[src/rtl/gp_reservation_station.sv]
// Reservation station for GP instructions: buffers dispatched ops,
// snoops the result broadcast by RS tag and issues ready ops in index order.
module gp_reservation_station #(
  parameter int DEPTH        = 4,
  parameter int RS_ID_WIDTH  = 5,
  parameter int RS_BASE_ID   = 1,
  parameter int OPCODE_WIDTH = 6
) (
  input  logic                        clk,
  input  logic                        rst,
  input  logic                        dispatch_valid,
  output logic                        dispatch_ready,
  output logic [RS_ID_WIDTH-1:0]      dispatch_rs_id,
  input  logic [OPCODE_WIDTH-1:0]     dispatch_opcode,
  input  logic [4:0]                  dispatch_dest_addr,
  input  logic [1:0]                  dispatch_op_valid,
  input  logic [1:0][31:0]            dispatch_op_value,
  input  logic [1:0][RS_ID_WIDTH-1:0] dispatch_op_rs_id,
  input  logic                        result_valid,
  input  logic [RS_ID_WIDTH-1:0]      result_rs_id,
  input  logic [31:0]                 result_value,
  output logic                        issue_valid,
  input  logic                        issue_ready,
  output logic [OPCODE_WIDTH-1:0]     issue_opcode,
  output logic [4:0]                  issue_dest_addr,
  output logic [1:0][31:0]            issue_op_value,
  output logic [RS_ID_WIDTH-1:0]      issue_rs_id
);

  localparam int IW = (DEPTH > 1) ? $clog2(DEPTH) : 1;

  typedef struct packed {
    logic                          busy;
    logic [OPCODE_WIDTH-1:0]       opcode;
    logic [4:0]                    dest;
    logic [1:0]                    vld;
    logic [1:0][31:0]              val;
    logic [1:0][RS_ID_WIDTH-1:0]   tag;
  } entry_t;

  entry_t ent [DEPTH];

  logic                   free_any;
  logic [IW-1:0]          free_idx;
  logic                   rdy_any;
  logic [IW-1:0]          rdy_idx;
  logic [RS_ID_WIDTH-1:0] free_tag;
  logic [RS_ID_WIDTH-1:0] last_tag;
  logic                   disp_fire;
  logic                   issue_fire;

  // Priority-find lowest free entry and lowest ready entry.
  always_comb begin
    free_any = 1'b0;
    free_idx = '0;
    rdy_any  = 1'b0;
    rdy_idx  = '0;
    for (int i = DEPTH - 1; i >= 0; i--) begin
      if (!ent[i].busy) begin
        free_any = 1'b1;
        free_idx = IW'(i);
      end
      if (ent[i].busy && (&ent[i].vld)) begin
        rdy_any = 1'b1;
        rdy_idx = IW'(i);
      end
    end
  end

  assign free_tag = RS_ID_WIDTH'(RS_BASE_ID)
                  + RS_ID_WIDTH'(free_idx);

  assign dispatch_ready = free_any;
  // When full the tag output freezes on the last offered tag.
  assign dispatch_rs_id = free_any ? free_tag : last_tag;
  assign disp_fire      = dispatch_valid && free_any;
  assign issue_fire     = rdy_any && issue_ready;

  // Issue outputs: selected entry, forced to zero when nothing is ready.
  always_comb begin
    issue_valid     = rdy_any;
    issue_opcode    = '0;
    issue_dest_addr = '0;
    issue_op_value  = '0;
    issue_rs_id     = '0;
    if (rdy_any) begin
      issue_opcode    = ent[rdy_idx].opcode;
      issue_dest_addr = ent[rdy_idx].dest;
      issue_op_value  = ent[rdy_idx].val;
      issue_rs_id     = RS_ID_WIDTH'(RS_BASE_ID)
                      + RS_ID_WIDTH'(rdy_idx);
    end
  end

  // Remember the last offered tag so it can be held while full.
  always_ff @(posedge clk or posedge rst) begin
    if (rst) begin
      last_tag <= RS_ID_WIDTH'(RS_BASE_ID);
    end else if (free_any) begin
      last_tag <= free_tag;
    end
  end

  // Entry update: snoop capture, issue release and dispatch write.
  always_ff @(posedge clk or posedge rst) begin
    if (rst) begin
      for (int i = 0; i < DEPTH; i++) begin
        ent[i] <= '0;
      end
    end else begin
      for (int i = 0; i < DEPTH; i++) begin
        for (int k = 0; k < 2; k++) begin
          if (ent[i].busy && !ent[i].vld[k] && result_valid
              && (ent[i].tag[k] == result_rs_id)) begin
            ent[i].vld[k] <= 1'b1;
            ent[i].val[k] <= result_value;
          end
        end
        if (issue_fire && (IW'(i) == rdy_idx)) begin
          ent[i].busy <= 1'b0;
        end
        if (disp_fire && (IW'(i) == free_idx)) begin
          ent[i].busy   <= 1'b1;
          ent[i].opcode <= dispatch_opcode;
          ent[i].dest   <= dispatch_dest_addr;
          for (int k = 0; k < 2; k++) begin
            ent[i].tag[k] <= dispatch_op_rs_id[k];
            if (dispatch_op_valid[k]) begin
              ent[i].vld[k] <= 1'b1;
              ent[i].val[k] <= dispatch_op_value[k];
            end else if (result_valid
                         && (dispatch_op_rs_id[k] == result_rs_id)) begin
              ent[i].vld[k] <= 1'b1;
              ent[i].val[k] <= result_value;
            end else begin
              ent[i].vld[k] <= 1'b0;
              ent[i].val[k] <= '0;
            end
          end
        end
      end
    end
  end

endmodule

[config.mk]
export PLATFORM = sky130hd
export DESIGN_NAME = gp_reservation_station
export DESIGN_NICKNAME = d
export VERILOG_FILES = /design/src/rtl/gp_reservation_station.sv
export SDC_FILE = /design/constraint.sdc
export NUM_CORES = 1
export LEC_CHECK = 0
export CAP_MARGIN = 5
export CORE_ASPECT_RATIO = 2
export CORE_MARGIN = 3
export CORE_UTILIZATION = 35
export DETAILED_ROUTE_END_ITERATION = 16
export PLACE_DENSITY_LB_ADDON = 0.05
export SETUP_SLACK_MARGIN = 0.5
export SYNTH_ARGS = -nofsm -noshare
export SYNTH_HDL_FRONTEND = slang
export SYNTH_SLANG_ARGS = --single-unit
[constraint.sdc]
create_clock -name clk -period 17.5 [get_ports clk]
set_input_delay 3.5 -clock clk [delete_from_list [all_inputs] [get_ports clk]]
set_output_delay 3.5 -clock clk [all_outputs]
set_load 0.01 [all_outputs]
After elaboration in Yosys (flattened, before gate mapping)
Cells that the tools add are included.
Widths: inputs -> output; s select.
Word-level totals
  flip-flop bits (word level): 357
  RAM bits: 0
  bits in read-only memories: 0
  bits in latches: 0
  memories kept: 0
Operators by class
  mux-type cells: 56
  $lt $le $gt $ge: 1
  equal/unequal tests: 16
  $add $sub $neg: 2
  reduce and logical (&&, ||, !) cells: 66
  bitwise gates (word level): 1
  shift operators: 0
  divide/modulo/power cells: 0
  multipliers: 0
Operator list (number)
  $mux 32: 12
  $mux 88: 4
  $bmux 88 s2: 1
  $mux 87: 2
  $mux 64: 1
  $eq 5x5->1: 10
  $logic_and 1x1->1: 40
  $mux 1: 24
  $reduce_bool 2->1: 12
  $mux 2: 8
  $mux 5: 2
  $eq 2x2->1 const A: 4
  $logic_not 1->1: 8
  $reduce_and 2->1: 4
  $add 1x2->3 const A: 2
  $mux 6: 1
  $eq 1x2->1 const A: 2
  $logic_not 2->1: 2
  $ge 3x3->1 const B: 1
  $mux 3: 1
  $not 2->3: 1

Longest topological paths before layout
Gate-level depths: netlist (run 1).
  depth after elaboration: 11
  gate-level depth with buffers: 10
  depth with buffers taken out: 8

Least setup slack after synthesis (run 1)
OpenSTA, ideal clock, no wires.
  path kind: register to output
  start: register ent[175] (netlist name)
  end: output port issue_op_value[10] (netlist name)
  arrival time: 1.902 ns
  slack: 12.098 ns
  cell stages (with the launch flop): 8
  path through: dfrtp_1 nand3_1 nand2b_1 clkbuf_1 buf_2 mux2_2 a221oi_1 nor2_1
RTL lines
  start: declaration: line 41  | entry_t ent [DEPTH];
  end: declaration: line 26  | output logic [1:0][31:0] issue_op_value,

==> results of run 1 <==
[worst min-delay path by stage]
stage	slack, ns	to	cells past startpoint	start
CTS	0.47	ent[170]	2	ent[170]
global route	0.49	ent[83]	2	ent[83]
detailed placement	0.46	ent[170]	2	ent[170]
global placement	0.45	ent[170]	2	ent[170]
floorplan	0.44	ent[164]	2	ent[164]
finish	0.47	ent[170]	2	ent[170]
[cell usage after synthesis]
library cell,n
a31oi_1,2
inv_1,7
dfstp_2,1
a221oi_1,75
nand4_1,8
dfrtp_1,356
and3_4,1
buf_4,5
o21ai_0,17
a21o_1,4
xnor2_1,34
xor2_1,16
a221o_1,256
ha_1,8
mux2i_2,2
nor3_1,1
o22ai_4,1
buf_1,41
and3_1,5
nor4_1,9
clkbuf_1,110
a21boi_0,1
buf_2,30
nand4b_1,1
nand4_2,1
nor4_2,1
or4_4,1
a21oi_1,1
buf_6,4
mux2i_1,5
nand2b_1,2
or4_1,7
nand3_1,13
nand2_1,321
nor2_1,419
conb_1,1
nand3_2,1
and2_1,3
nand4b_2,1
mux2_2,77
[critical path, delay by kind of cell (launching register included)]
| family | cells | cell delay [ns] |
|---|---|---|
| AOI/OAI and AO/OA | 1 | 0.33 |
| muxes | 1 | 0.41 |
| and+or+nand+nor | 3 | 0.94 |
| DFF | 1 | 0.44 |
| buffers and inverters | 2 | 1.16 |
[flip-flops by register name, indices dropped and copies added (netlist names)]
signal    flops
last_tag      5
ent         352
[where the power goes]
| part | switching, W | leakage, nW | internal (W) | total, W |
|---|---|---|---|---|
| Combinational | 0.000920 | 4.36 | 0.000745 | 0.00167 |
| Sequential | 0.000203 | 4.60 | 0.00117 | 0.00137 |
| Clock | 0.000352 | 0.570 | 0.000443 | 0.000794 |
| Total | 0.00148 | 9.52 | 0.00235 | 0.00383 |
[cell families after synthesis]
family,synth area share (%)
and+or+nand+nor,17.7
buffers and inverters,4.65
xor gates and xnor gates,2.46
DFF,50.3
AOI/OAI and AO/OA,19.0
adders and majority gates,0.563
other,0.0211
muxes,5.31
[layer usage]
layer  share of wire, %  vias to the layer above
met5                  0                        -
met4                4.3                        0
li1                   -                     6781
met3                5.9                      146
met2                 51                      669
met1                 39                     7895
[stage by stage]
step | hold WS (ns) | utilization [%] | cell area (um^2) | setup slack, ns
after floorplan | 0.440 | - | 17800 | 4.10
after global placement | 0.453 | 40.7 | 20400 | 10.72
after detailed placement | 0.457 | 40.7 | 20400 | 10.72
after CTS | 0.472 | 43.0 | 21500 | 10.13
after global routing | 0.485 | 43.0 | 21500 | 9.98
final | 0.471 | 43.0 | 21500 | 10.08
[final cells by class]
class / count / area share [%]
repair buffers: 240 / 10.9
diodes: 1 / 0.0116
clock inverters: 12 / 0.448
inverters: 7 / 0.157
flip-flops and latches: 357 / 41.5
clock buffers: 50 / 4.96
multi-input cells: 1296 / 38.3
well taps: 649 / 3.77
==> results.md, run 1 <==
* Run status: completed
* M1 GR Usage at 31.9%
* # hold bufs at CTS at 0
* Clock Pin Slew Worst Setup and Hold Paths at 0.06 ns
* DR vias/cell at 5.93
* Busiest layer in global routing: met2
* Core Box Area at 50,100 um^2
* Root buf cell: clkbuf_16
* Power Density at around 180 nW/um^2
* GRT met2 Usage at between 40% and 50%
* Crit path required time at between 10 and 15 ns
* Synth Cell Area at 17,800 um^2
* Num CTS Buffers at 38
* DR vias at about 15,000
* Peak supply drop at 0.000107 V
* Global-route wire length before repair at around 110 mm
* Fill count at 4,836
* Slew @ Worst Pin at 1.26 ns
* Number of H-tree levels at 2
* Syn Inst Count at 1,849
* Cell variety after synth at 40
* RR Endpoint: ent[309]
* Setup violators final at 0
* CTS Buffer Depth at 3
* Die area at 53,700 um^2
* Initial DRC Count at roughly 1,300
* RSZ-0062 raised after global routing: false
* Final min period at between 7 and 8 ns
* Vias in the first global route at about 16,000
* CTS tree: done
* Post-CTS setup buffers at 0
* R2R Setup Slk at 13.51 ns
* Fmax at 135 MHz
* Syn Area/Cell at 9.61 um^2
* Wire length per cell at 26.9 um
* Max_slew headroom at 16.1%
* Critical Path Sink Type: primary output
* Met3 usage at 3.61%
* Routability congestion estimate at 0.798
* Worst R2R Path Depth at 8
* Synth top area share at about half
* Die width at 165 um
* IO Pins at between 200 and 250
* Clock latency on the worst-skew pair at approximately 0.54 ns
* # rows at 116
* Cells after DPL at 2,549
* ANT nets after route at 0
* Max Transition Viols Final at 0
* Leakage at about 9.5 nW
* Clock Sinks at 357
* Non-filler cells, final at ~2,600
* CP startpoint: ent[175]
* Flops & latches, synth at approximately 360
* Crit path cell chain: nand3_1 > nand2b_4 > buf_4 > mux2_2 > a221oi_1 > nor2_1 > clkdlybuf4s50_1
* Largest net degree at the start of global routing at 152
* Post-cts sizing count at 0
* Final Power at roughly 0.0038 W
* Initial core utilization at 35.5%
* Routed WL at 70.3 mm
* Grt ovf at 0
* Worst EP arrival at around 4 ns
* DRC at 0
* Worst Hold Class: reg2reg
* DPL Wire Length at 41.3 mm
* First-pass detailed-route iteration total at 8
* Leading cell type in the layout, fill and taps excluded: nor2_1
* All-Layer GR Usage at 25.8%
* Final period util at a little over two fifths
* Critical Path Max Stage Delay at 0.65 ns
* Area growth syn-to-layout at 21.1%
* Dominant cells by area after synthesis: dfrtp_1 50%, a221o_1 14%, nor2_1 8.8%, nand2_1 6.8%, mux2_2 4.9%
* Crit path max fanout at 39
* Area leader, netlist: dfrtp_1
* Number of max-cap violations at 0
* Final net count at 2,077
* Slowest stage cell, crit path: buf_4
* Type of origin of the critical path: register
* Register area at 8930 um^2
* Setup TNS at 0 ns
* Reg2reg start: ent[351]
* Clock Skews at 0.0146 ns
* Initial antenna violation count at 1
* Multi-input gate area at 8240 um^2
* Commonest cells after routing, fill and taps aside: 410 x nor2_1, 356 x dfrtp_1, 321 x nand2_1, 256 x a221o_1, 211 x clkdlybuf4s50_1
* Layout cells sized above 1 at 9.89%
* Port buffer count at 213
* Synth warn at 0
* Die Ht at 325 um
* Critical Path Sink: issue_op_value[41]
* Hold Vio Cnt, Final at 0
* CP Class: reg2out
* Sequential fraction of the synthesis area at 50.3%
Power figures use the tool's default switching activity.
==> run 2: changes to the inputs <==
==> constraint.sdc (replaced) <==
create_clock -name clk -period 7.7 [get_ports clk]
set_input_delay 1.54 -clock clk [delete_from_list [all_inputs] [get_ports clk]]
set_output_delay 1.54 -clock clk [all_outputs]
set_load 0.01 [all_outputs]
==> results.md, run 2 (synthesized netlist as in run 1, its figures left out) <==
* IO Pins at 216
* Crit path required time at 6.16 ns
* Post-CTS setup buffers at 0
* Max reg flops at 352
* Cells after DPL at 2,548
* Port buffer count at 213
* Grt ovf at 0
* CTS Buffer Depth at 3
* Peak supply drop at 0.000221 V
* Root buf cell: clkbuf_16
* Final net count at between 2,000 and 2,500
* Die area at approximately 54,000 um^2
* Reg with most FFs: ent
* Vias in the first global route at 16,100
* Setup TNS at 0 ns
* Initial antenna violation count at 0
* Power Density at 410 nW/um^2
* Leakage at ~9.6 nW
* Type of origin of the critical path: register
* Num CTS Buffers at 37
* Cells on Worst Hold Path at 2
* Clock Pin Slew Worst Setup and Hold Paths at 0.06 ns
* Utilization after layout at between 40% and 50%
* ANT nets after route at 0
* Initial core utilization at a little over a third
* Commonest cells after routing, fill and taps aside: 410 x nor2_1, 356 x dfrtp_1, 321 x nand2_1, 256 x a221o_1, 211 x clkdlybuf4s50_1
* Post-cts sizing count at 0
* # hold bufs at CTS at 0
* All-Layer GR Usage at between 20% and 30%
* DPL Wire Length at 41.4 mm
* Clock Sinks at 357
* Post-layout worst setup margin at around 2.0 ns
* Hold Vio Cnt, Final at 0
* Worst EP arrival at just over 4 ns
* Final period util at 73.9%
* Final min period at 5.69 ns
* Slew @ Worst Pin at ~1.2 ns
* Routability congestion estimate at 0.809
* DR vias at 15,400
* RSZ-0062 raised after global routing: false
* Post-route cell area at around 22,000 um^2
* CTS tree: done
* DRC at 0
* Core Box Area at 50,100 um^2
* Post-DP Area at 20,400 um^2
* Crit path max fanout at 78
* Global-route wire length before repair at between 100 and 150 mm
* Routed WL at 69.3 mm
* Leading cell type in the layout, fill and taps excluded: nor2_1
* DR vias/cell at between 5 and 6
* Die Ht at 325 um
* Clock latency on the worst-skew pair at 0.55 ns
* Wire length per cell at 26.5 um
* Max Transition Viols Final at 0
* Largest regs: ent: 352 flops, last_tag: 5 flops
* Placement-stage worst setup slack at 2.63 ns
* Die width at between 150 and 200 um
* Antenna cells at 0
* Number of H-tree levels at 2
* Setup violators final at 0
* Critical Path Sink Type: primary output
* Clock Skews at 0.0204 ns
* Layout cells sized above 1 at 10.2%
* Worst Hold Class: reg2reg
* Number of max-cap violations at 0
* Run status: completed
* Non-filler cells, final at roughly 2,600
* Max_slew headroom at 17.2%
* Area growth syn-to-layout at 22.0%
* Fill count at a little under 5,000
* Initial DRC Count at about 1,200
* CP Class: reg2out
* First-pass detailed-route iteration total at 5
* Worst R2R Path Depth at 8
* Largest net degree at the start of global routing at 173
* # rows at between 100 and 150
* Fmax at between 150 and 200 MHz
## run 2: changes by cell type in the layout (fill, tap and decap cells not counted), sizes merged
cell / delta
clkinvlp: +2
diode: -1
clkinv: +1
buf: -1
bufinv: +5
inv: -1
clkbuf: -2
## run 2: worst paths after layout
path | start | endpoint | slack, ns
max | ent[263] | issue_op_value[53] | 2.01
max in group asynchronous | rst | ent[94] | 4.61
min in group asynchronous | rst | ent[277] | 1.56
max reg2reg | ent[87] | ent[307] | 3.97
min | ent[165] | ent[165] | 0.47
min reg2reg | ent[165] | ent[165] | 0.47
## run 2: where the power goes
group | total, W | internal (W) | switching, W
Combinational | 0.00377 | 0.00170 | 0.00208
Sequential | 0.00312 | 0.00265 | 0.000467
Clock | 0.00200 | 0.00119 | 0.000816
## run 2: critical path, cell delays in order, from the launching register on
cell and delay [ns]:
dfrtp_1 0.46, and3_4 0.52, nor2_4 0.78, buf_4 0.61, a221oi_1 0.16, nor2_1 0.40
clkdlybuf4s50_1 0.62
## run 2: area by class of cell
| type | instances | area, um^2 | share of cell area [%] |
|---|---|---|---|
| Clock buffer | 48 | 1070 | 4.93 |
| Timing Repair Buffer | 239 | 2340 | 10.8 |
| Sequential cell | 357 | 8930 | 41.2 |
| Tap cell | 649 | 812 | 3.74 |
| Multi-Input combinational cell | 1296 | 8240 | 38.0 |
| Inverter | 7 | 30.0 | 0.138 |
| Clock inverter | 19 | 263 | 1.21 |
## run 2: metal layers
layer	share of wire (%)	GRT usage (%)	up-vias	routed length, um
li1	-	-	6786	-
met1	39	31.8	7917	27200
met2	51	44.7	582	35600
met3	5.6	3.47	111	3910
met4	3.6	9.00	0	2500
met5	0	0	-	0
## run 2: per-stage QoR
step	hold slack [ns]	total power, W
CTS	0.472	0.00899
detailed placement	0.457	0.00693
floorplan	0.440	0.00533
global placement	0.452	0.00688
global route	0.492	0.00942
finish	0.468	0.00890
==> run 3: changes to the inputs <==
==> constraint.sdc (replaced) <==
create_clock -name clk -period 5 [get_ports clk]
set_input_delay 1 -clock clk [delete_from_list [all_inputs] [get_ports clk]]
set_output_delay 1 -clock clk [all_outputs]
set_load 0.01 [all_outputs]
==> results.md, run 3 (synthesized netlist as in run 1, its figures left out) <==
* Run status: completed
* Hold Vio Cnt, Final at 0
* Setup violators final at 0
* Max reg flops at 352
* Clock Sinks at 357
* First-pass detailed-route iteration total at 8
* Worst EP arrival at about 3.3 ns
* Number of max-cap violations at 0
* Routed WL at 70.7 mm
* Die area at 53,700 um^2
* ANT nets after route at 0
* Final period util at 86.8%
* Max_slew headroom at roughly 15%
* Met2 Wirelength at 35.4 mm
* Met1 Wirelength at 28.1 mm
* Routed length on met3 at about 4.6 mm
* Top layer in use: met4
* CTS Buffer Depth at 3
* Max Transition Viols Final at 0
* Final min period at 4.34 ns
* Peak supply drop at 0.000274 V
* Global-route wire length before repair at 107 mm
* Leakage at 9.69 nW
* Crit path required time at 4.00 ns
* CTS tree: done
* Reg2reg start: ent[87]
* Type of origin of the critical path: register
* DRC at 0
* Area growth syn-to-layout at 22.8%
* Largest net degree at the start of global routing at between 100 and 150
* RSZ-0062 raised after global routing: false
* Power Density at a little over 600 nW/um^2
* Vias in the first global route at 16,600
* Worst Hold Class: reg2reg
* Fmax at 230 MHz
* Core Box Area at 50,100 um^2
* Layout cells sized above 1 at 11.0%
* CP startpoint: ent[175]
* Hold slack at 0.468 ns
* Final net count at 2,106
* Initial antenna violation count at 1
* DR vias at about 16,000
* Root buf cell: clkbuf_16
* Cells after DPL at 2,570
* Port buffer count at 213
* Reg with most FFs: ent
* DPL Wire Length at 43.7 mm
* Clock Skews at 0.0238 ns
* Initial core utilization at 35.5%
* Routability congestion estimate at 0.799
* Clock Pin Slew Worst Setup and Hold Paths at 0.06 ns
* Clock latency on the worst-skew pair at 0.55 ns
* IO Pins at 216
* Number of H-tree levels at 2
* All-Layer GR Usage at 26.0%
* Fill count at just under 5,000
* Non-filler cells, final at 2,644
* CP Class: reg2out
* Largest regs: ent: 352 flops, last_tag: 5 flops
* # rows at 116
* Die Ht at 325 um
* Die width at between 150 and 200 um
* Hold wc startpoint: ent[76]
* Grt ovf at 0
* Crit path max fanout at 17
* Slew @ Worst Pin at 1.27 ns
* Num CTS Buffers at 36
* Initial DRC Count at 1,370
* Critical Path Sink Type: primary output
* DR vias/cell at 5.93
* Commonest cells after routing, fill and taps aside: 410 x nor2_1, 356 x dfrtp_1, 321 x nand2_1, 256 x a221o_1, 211 x clkdlybuf4s50_1
* Wire length per cell at 26.7 um
* Leading cell type in the layout, fill and taps excluded: nor2_1
run 3: cell count changes in the layout (fill, tap and decap cells not counted), sizes merged:
cell      before  now
buf           28   59
bufinv         6    2
clkbuf        48   56
clkinv         8    3
clkinvlp       5    1
diode          0    1
inv            7    8
nand2b         2    3
run 3: worst paths after layout:
kind	end	slack, ns	depth (start not counted)
worst min register to register	ent[76]	0.47	2
min in group asynchronous	ent[318]	0.96	2
worst min-delay path	ent[76]	0.47	2
max in group asynchronous	ent[304]	2.85	3
worst max-delay path	issue_op_value[12]	0.66	6
worst max register to register	ent[150]	1.76	8
run 3: per-stage QoR:
| stage | TNS (ns) | total power, W | setup WS (ns) | util, % | cell area [um^2] |
|---|---|---|---|---|---|
| 5_1_grt | 0 | 0.0144 | 0.513 | 43.6 | 21800 |
| 4_1_cts | 0 | 0.0137 | 0.511 | 43.5 | 21800 |
| 3_5_place_dp | 0 | 0.0108 | 1.02 | 41.1 | 20600 |
| 6_report | 0 | 0.0136 | 0.661 | 43.6 | 21800 |
| 2_1_floorplan | -278.93 | 0.00821 | -0.784 | - | 17800 |
| 3_3_place_gp | 0 | 0.0106 | 1.01 | 41.1 | 20600 |
run 3: what timing repair did:
action,4_1_cts,5_1_grt
pin swaps,1,0
hold endpoints to repair,0,0
setup endpoints to repair,7,14
cloned,1,0
resized for setup,0,1
setup buffers,4,5
hold buffers,0,0
run 3: worst max-delay path: stages, from the launching register on:
cell and delay, ns:
dfrtp_1 0.47, nand3_1 0.33, nand2b_2 0.65, mux2_2 0.42
a221oi_1 0.26, nor2_1 0.10, clkdlybuf4s50_1 0.55
run 3: report_power, final:
group	switching, W	internal (W)
registers	0.000705	0.00408
clock network	0.00122	0.00158
logic	0.00328	0.00271
total	0.00520	0.00837
run 3: metal layers:
metal	global-route usage, %	vias to the layer above
li1	-	6842
met1	33.0	8000
met2	44.7	685
met3	3.57	150
met4	9.47	0
met5	0	-
run 3: cell type report:
class                      instances  area [um^2]  share of cell area, %
tap                              649          812                   3.72
clock buffer                      56         1070                   4.89
antenna                            1         2.50                 0.0115
multi-input combinational       1297         8250                   37.8
inverter                           7         30.0                  0.138
timing repair buffer             270         2640                   12.1
sequential                       357         8930                   40.9
clock inverter                     7         96.3                  0.441
